### src/rtl/paddle_mover_pkg.sv
// rtl/paddle_mover_pkg.sv - shared VGA visible-area constants and paddle helpers
package paddle_mover_pkg;

  localparam int H_VISIBLE_AREA = 640;
  localparam int V_VISIBLE_AREA = 480;

  typedef enum logic [1:0] {
    MOVE_HOLD = 2'd0,
    MOVE_UP   = 2'd1,
    MOVE_DOWN = 2'd2
  } move_t;

  // Saturate a signed candidate row into [0, hi]; hi always fits in 9 bits.
  function automatic logic [8:0] clamp_row(input logic signed [10:0] v,
                                           input logic signed [10:0] hi);
    logic [8:0] r;
    if (v < 11'sd0)
      r = 9'd0;
    else if (v > hi)
      r = hi[8:0];
    else
      r = v[8:0];
    return r;
  endfunction

endpackage

### src/rtl/raster_counter.sv
// rtl/raster_counter.sv - visible-area column/row counters driven by VGA blanking strobes
module raster_counter
  import paddle_mover_pkg::*;
(
  input  logic       i_Clk,
  input  logic       i_Rst_n,
  input  logic       i_HReset,
  input  logic       i_HBlank,
  input  logic       i_VBlank,
  output logic [9:0] o_X,
  output logic [8:0] o_Y
);

  localparam logic [9:0] X_LAST = 10'(H_VISIBLE_AREA - 1);
  localparam logic [8:0] Y_LAST = 9'(V_VISIBLE_AREA - 1);

  // Row only advances on visible lines, so it parks during vertical blanking.
  always_ff @(posedge i_Clk or negedge i_Rst_n) begin
    if (!i_Rst_n) begin
      o_X <= '0;
      o_Y <= '0;
    end else begin
      if (!i_HBlank)
        o_X <= (o_X == X_LAST) ? 10'd0 : o_X + 10'd1;
      if (i_HReset && !i_VBlank)
        o_Y <= (o_Y == Y_LAST) ? 9'd0 : o_Y + 9'd1;
    end
  end

endmodule

### src/rtl/paddle_mover.sv
// rtl/paddle_mover.sv - manual or target-tracking paddle sprite, moved once per frame
module paddle_mover
  import paddle_mover_pkg::*;
#(
  parameter int P_X        = 40,
  parameter int P_START_Y  = 200,
  parameter int P_WIDTH    = 10,
  parameter int P_HEIGHT   = 50,
  parameter int P_SPEED    = 4,
  parameter int P_DEADBAND = 2
) (
  input  logic       i_Clk,
  input  logic       i_Rst_n,
  input  logic       i_HReset,
  input  logic       i_HBlank,
  input  logic       i_VBlank,
  input  logic       i_Up,
  input  logic       i_Down,
  input  logic       i_Auto,
  input  logic [8:0] i_TargetY,
  output logic       o_Video,
  output logic [8:0] o_PaddleY
);

  if (P_X + P_WIDTH > H_VISIBLE_AREA) begin : g_chk_x
    $error("paddle_mover: P_X + P_WIDTH exceeds the visible width");
  end
  if (P_START_Y + P_HEIGHT > V_VISIBLE_AREA) begin : g_chk_y
    $error("paddle_mover: P_START_Y + P_HEIGHT exceeds the visible height");
  end
  if (P_SPEED < 1) begin : g_chk_speed
    $error("paddle_mover: P_SPEED must be at least 1");
  end

  localparam logic signed [10:0] SPEED    = 11'(P_SPEED);
  localparam logic signed [10:0] DEADBAND = 11'(P_DEADBAND);
  localparam logic signed [10:0] HALF_H   = 11'(P_HEIGHT / 2);
  localparam logic signed [10:0] TOP_MAX  = 11'(V_VISIBLE_AREA - P_HEIGHT);
  localparam logic [9:0]         X_LO     = 10'(P_X);
  localparam logic [9:0]         X_HI     = 10'(P_X + P_WIDTH);
  localparam logic [9:0]         HEIGHT   = 10'(P_HEIGHT);
  localparam logic [8:0]         START_Y  = 9'(P_START_Y);

  logic [9:0] x;
  logic [8:0] y;
  logic [8:0] top;
  logic [8:0] next_top;
  logic       vblank_q;
  logic       frame_tick;
  move_t      move;
  logic signed [10:0] top_s, err, abs_err, step, raw;

  raster_counter u_raster (
    .i_Clk    (i_Clk),
    .i_Rst_n  (i_Rst_n),
    .i_HReset (i_HReset),
    .i_HBlank (i_HBlank),
    .i_VBlank (i_VBlank),
    .o_X      (x),
    .o_Y      (y)
  );

  assign frame_tick = i_VBlank & ~vblank_q;

  always_comb begin
    move    = MOVE_HOLD;
    step    = SPEED;
    top_s   = $signed({2'b00, top});
    err     = $signed({2'b00, i_TargetY}) - (top_s + HALF_H);
    abs_err = err[10] ? -err : err;
    if (i_Auto) begin
      if (err < -DEADBAND)
        move = MOVE_UP;
      else if (err > DEADBAND)
        move = MOVE_DOWN;
      // Shorten the last step so the centre lands on the target instead of hunting.
      if (abs_err < SPEED)
        step = abs_err;
    end else if (i_Up && !i_Down) begin
      move = MOVE_UP;
    end else if (i_Down && !i_Up) begin
      move = MOVE_DOWN;
    end
    case (move)
      MOVE_UP:   raw = top_s - step;
      MOVE_DOWN: raw = top_s + step;
      default:   raw = top_s;
    endcase
    next_top = clamp_row(raw, TOP_MAX);
  end

  always_ff @(posedge i_Clk or negedge i_Rst_n) begin
    if (!i_Rst_n) begin
      top      <= START_Y;
      vblank_q <= 1'b1;
    end else begin
      vblank_q <= i_VBlank;
      if (frame_tick)
        top <= next_top;
    end
  end

  assign o_PaddleY = top;
  assign o_Video   = i_Rst_n & ~i_HBlank & ~i_VBlank
                   & (x >= X_LO) & (x < X_HI)
                   & ({1'b0, y} >= {1'b0, top}) & ({1'b0, y} < ({1'b0, top} + HEIGHT));

endmodule

### config.mk
export PLATFORM = sky130hd
export DESIGN_NAME = paddle_mover
export DESIGN_NICKNAME = d
export VERILOG_FILES = /design/src/rtl/paddle_mover_pkg.sv /design/src/rtl/raster_counter.sv /design/src/rtl/paddle_mover.sv
export SDC_FILE = /design/constraint.sdc
export NUM_CORES = 1
export LEC_CHECK = 0
export BUFFER_PORTS_ARGS = -buffer_cell sky130_fd_sc_hd__buf_2
export CORE_UTILIZATION = 50
export DETAILED_ROUTE_END_ITERATION = 10
export HOLD_SLACK_MARGIN = 0.12
export PLACE_DENSITY_LB_ADDON = 0.15
export SKIP_CTS_REPAIR_TIMING = 1
export SKIP_LAST_GASP = 1
export SLEW_MARGIN = 40
export SYNTH_ARGS = -nofsm -noshare
export SYNTH_HDL_FRONTEND = slang
export SYNTH_HIERARCHICAL = 1
export SYNTH_SLANG_ARGS = --single-unit
### constraint.sdc
create_clock -name i_Clk -period 14.4 [get_ports i_Clk]
set_input_delay 0.72 -clock i_Clk [delete_from_list [all_inputs] [get_ports i_Clk]]
set_output_delay 0.72 -clock i_Clk [all_outputs]
set_load 0.05 [all_outputs]
Word level (Yosys, flattened, before mapping)
Index checks and enable logic that the tools add are counted.

cells by class
  add/sub/neg operators = 8
  $lt $le $gt $ge = 9
  equal/unequal tests = 4
  mux-type cells = 13
  bitwise logic cells = 10
  reduce and logical (&&, ||, !) cells = 6

operators by type and width
  kind                                                  count
  two-way mux 11 bit                                    3
  two-way mux 9 bit                                     3
  one-hot mux 11 bit (2 select lines)                   1
  adder 10 x 11 -> 11 bit                               1
  > comparator 11 x 10 -> 1 bit, second input constant  1
  > comparator 11 x 3 -> 1 bit, second input constant   1
  < comparator 11 x 1 -> 1 bit, second input constant   1
  < comparator 11 x 2 -> 1 bit, second input constant   1
  < comparator 11 x 4 -> 1 bit, second input constant   1
  negation 11 bit                                       1
  subtractor 10 x 11 -> 11 bit                          1
  subtractor 9 x 10 -> 11 bit                           1
  adder 10 x 1 -> 10 bit, second input constant         1
  adder 9 x 5 -> 10 bit, second input constant          1
  adder 9 x 6 -> 10 bit, second input constant          1
  == test 10 bit, second input constant                 1
  >= comparator 10 x 6 -> 1 bit, second input constant  1
  < comparator 10 x 6 -> 1 bit, second input constant   1
  < comparator 9 x 10 -> 1 bit                          1
  two-way mux 10 bit                                    1
  two-way mux 2 bit                                     5
  adder 9 x 1 -> 9 bit, second input constant           1
  == test 9 bit, second input constant                  1
  >= comparator 9 bit                                   1
  other kinds (6)                                       18

storage, ports and cells
  register bits = 29
  input port bits = 17
  output and inout port bits = 10
  word-level logic and storage cells = 54

Longest topological paths before layout
  depth in word-level cells = 12
  gate-level depth with buffers = 35
  depth with buffers taken out = 34

Hierarchy
Netlist, hierarchy kept.

by module, submodules not included
  module          instances  cells an instance  area an instance (um^2)  sequential area each (um^2)
  paddle_mover    1          394                2992.9                   255.2
  raster_counter  1          100                1017.2                   475.5

Worst setup path before layout
OpenSTA, ideal clock, no wires.

  path type = register to register
  start point = register top[1] (netlist: o_PaddleY[1])
  end point = register top[0] (netlist: o_PaddleY[0])
  library setup time = 0.121 ns
  data arrival time = 6.959 ns
  slack = 7.319 ns
  cell stages (with the launch flop) = 34
  period minus slack after synthesis = 7.081 ns
  cell sequence = dfrtp_1 inv_1 ha_1 ha_1 inv_1 fa_1 and2b_4 o221ai_2 a31o_2 or2_1 o41ai_2 xnor2_1 nor2_1 nand3_1 ha_1 nor2b_1 clkbuf_1 nand2_1 ha_1 inv_1 o21ai_0 inv_1 fa_1 nand3b_1 a21boi_0 o21ai_0 a21oi_1 o21ai_0 a21oi_1 a21bo_2 mux2i_1 o21ai_1 and2_4 a32o_2

between the ends
  longest elaborated chain between the ends = 12
  elaborated cells on any way between the ends = 21
  those cells by class = 5 x add/sub; 5 x order compare; 2 x eq/ne; 9 x mux

RTL lines
  what                                                                            line                                    text
  start, declared                                                                 paddle_mover.sv:46                      logic [8:0] top;
  start signal, assigned                                                          paddle_mover.sv:99                      top <= next_top;
  adder 9 x 5 -> 10 bit                                                           paddle_mover.sv:69                      err = $signed({2'b00, i_TargetY}) - (top_s + HALF_H);
  subtractor 9 x 10 -> 11 bit                                                     paddle_mover.sv:69
  negation 11 bit                                                                 paddle_mover.sv:70                      abs_err = err[10] ? -err : err;
  two-way mux 11 bit                                                              paddle_mover.sv:70
  < comparator 11 x 4 -> 1 bit                                                    paddle_mover.sv:77                      if (abs_err < SPEED)
  two-way mux 11 bit                                                              paddle_mover.sv:77
  two-way mux 11 bit                                                              paddle_mover.sv:71                      if (i_Auto) begin
  adder 10 x 11 -> 11 bit / subtractor 10 x 11 -> 11 bit (equally long branches)  paddle_mover.sv:86, paddle_mover.sv:85
  one-hot mux 11 bit (2 select lines) *                                           paddle_mover.sv:84                      case (move)
  > comparator 11 x 10 -> 1 bit                                                   paddle_mover_pkg.sv:19                  else if (v > hi)
  two-way mux 9 bit                                                               paddle_mover_pkg.sv:19
  two-way mux 9 bit *                                                             paddle_mover_pkg.sv:17                  if (v < 11'sd0)

Mark *: on every way between the ends. The rest lies on a longest branch, timed or not.
A chain may end at the register's enable or synchronous reset.

Worst setup path in the final report
  start point = register top[1] (netlist: o_PaddleY[1])
  end point = register top[1] (netlist: o_PaddleY[1])

The elaborated chain is that of the path after synthesis.

==> run metrics <==
commonest non-fill, non-tap cell in the layout ha_1; Fin. Hold Viols 0; FP Rows 32; Worst Max-Slew Pin Slew 0.697 ns; dpl ws between 6 and 7 ns; clock sink total 29; Setup crit start o_PaddleY[1]$_DFFE_PN0P_; Crit-path slowest cell fa_1; max cap viols 0; crit path max fanout 10; vias in the first global route approximately 3500; R2R setup slack roughly 6.4 ns; status completed; GRT Util Overall between 20% and 30%; Max Clk Rate 126 MHz; htree depth 2; # IOs 27; minimum clock period 7.96 ns; Hold Crit Class in2async; antenna cell count 0; Via-to-Cell Ratio 6.00; Net Count, Synth around 560; RSZ-0062 raised after global routing false; layout cells sized above 1 ~14%; GRT overflow 0; Final Skew 0.00233 ns; fin crit share a little under three fifths; max-slew violations 0; Die Y-Extent 91.6 um; Routed WL per cell about 16 um; largest net degree at the start of global routing 31; Buffers on Ports 26; clock buffer depth 2; WP data required 14.55 ns; first-pass GRT wire length 16400 um; fin util 55.8%; crit path DAT between 8 and 9 ns; initial antenna violation count 0; Post-synth top flop dfrtp_1; Post-synth EDFFs 0; HPWL Detailed 7650 um; synth warn 6; gpl congestion approximately 0.87; Seq cells post-synth 29; async set or reset register ratio after synthesis 100%; drt drc 0; Die W 91.6 um; Netlist cell types 84; total core area approximately 7700 sq um; clk root buf clkbuf_8; Setup violations, final 0; critical setup path kind reg2reg; DRT antenna net count 0; Worst-Skew Late Latency about 0.28 ns; final net count ~580; Max-slew headroom between 50% and 60%; Iter 0 DRT Violations around 180; crit path to o_PaddleY[1]$_DFFE_PN0P_; TritonCTS Buffers 5; CTS tree yes; via count 3704; sequential area share after synthesis between 15 and 20%; setup TNS 0 ns; crit path launch type flip-flop; Mapped Area approximately 4000 sq um; Pre-antenna DRT Iters 4; Critical Path Max Stage Delay ~0.7 ns; PnR worst setup slack approximately 6.4 ns; WL final about 10000 um; area of the die about 8400 sq um; Post-Synthesis Cells between 400 and 500; fillers about 730; reg2reg path depth 31; Crit Reg-Reg Endpoint o_PaddleY[1]$_DFFE_PN0P_; most frequent cells in the layout ha_1 (51), inv_1 (43), nand2_1 (38); Initial Utilization about half; Post-Syn Area per Cell 8.12 sq um; Area Growth Syn to Fin 7.55%; Worst Setup End Kind flip-flop; clock-pin slew on the worst setup and hold paths approximately 0.07 ns; FF-to-FF Start o_PaddleY[1]$_DFFE_PN0P_
==> critical path, delay by kind of cell (launching register included) <==
family	cells	cell delay, ns
compound gates	12	2.59
xor+xnor	1	0.20
fa+ha+maj	6	2.28
buf+inv	4	0.42
flops	1	0.50
mux	1	0.16
simple gates	7	1.65
==> kinds of logic (layout without fill, tap and decap cells) <==
logic type | count (synthesis) | in the layout | share of synthesized area, %
buf+inv | 56 | 77 | 5.77
simple gates | 169 | 169 | 23.1
mux | 4 | 4 | 1.06
flops | 29 | 29 | 18.2
compound gates | 143 | 143 | 25.6
xor+xnor | 40 | 40 | 9.30
fa+ha+maj | 53 | 53 | 16.9
==> stage by stage <==
stage / area (sq um) / instances / hold WS (ns)
floorplan: 4010 / 494 / 0.424
global placement: 4200 / 609 / 0.510
detailed placement: 4200 / 609 / 0.510
CTS: 4310 / 617 / 0.483
global route: 4310 / 617 / 0.511
finish: 4310 / 617 / 0.458
==> registers in the layout, indices dropped and copies added (netlist names) <==
name and cells:
u_raster/o_X 10, vblank_q 1, u_raster/o_Y 9, o_PaddleY 9
==> layer usage <==
metal  up-vias  GRT usage [%]  part of all wire (%)  wire length, um
li1       1850              -                     -                -
met1      1723           29.6                    44             4240
met2       108           43.3                    50             4830
met3        23           2.09                   3.7              362
met4         0           9.39                   2.9              280
met5         -              0                     0                0
==> cell type report <==
cell class	count	area (sq um)	share of cell area, %
timing repair buffer	26	130	3.02
clock inverter	3	46.3	1.07
multi-input combinational	409	3050	70.7
sequential	29	731	16.9
tap	102	128	2.96
inverter	43	161	3.74
clock buffer	5	68.8	1.60
==> Yosys cell counts, types with 5 or more instances <==
cell	count	area [sq um]
o21ai_0	26	130
nand2_1	38	143
inv_1	43	161
xor2_1	12	105
nor2_1	34	128
ha_1	51	638
nor2b_1	6	37.5
dfrtp_1	25	626
nor3_1	11	55.1
xnor2_1	25	219
o31ai_1	8	60.1
nand3_1	18	90.1
nand2b_1	12	75.1
a31oi_1	5	31.3
clkbuf_1	7	26.3
a21o_1	15	113
nor4_1	8	50.1
a211oi_1	5	37.5
a21oi_1	28	140
o211ai_1	7	52.6
==> worst min path at each step <==
stage | endpoint | slack (ns) | cells after the start
6_report | u_raster/o_Y[0]$_DFFE_PN0P_ | 0.46 | 1
5_1_grt | u_raster/o_Y[1]$_DFFE_PN0P_ | 0.51 | 1
3_5_place_dp | u_raster/o_X[8]$_DFFE_PN0N_ | 0.51 | 1
2_1_floorplan | o_PaddleY[0]$_DFFE_PN0P_ | 0.42 | 0
3_3_place_gp | u_raster/o_X[8]$_DFFE_PN0N_ | 0.51 | 1
4_1_cts | u_raster/o_Y[0]$_DFFE_PN0P_ | 0.48 | 1
Power is not shown: default switching activity piles up to over one toggle a cycle in this logic, so the estimate is an artifact.
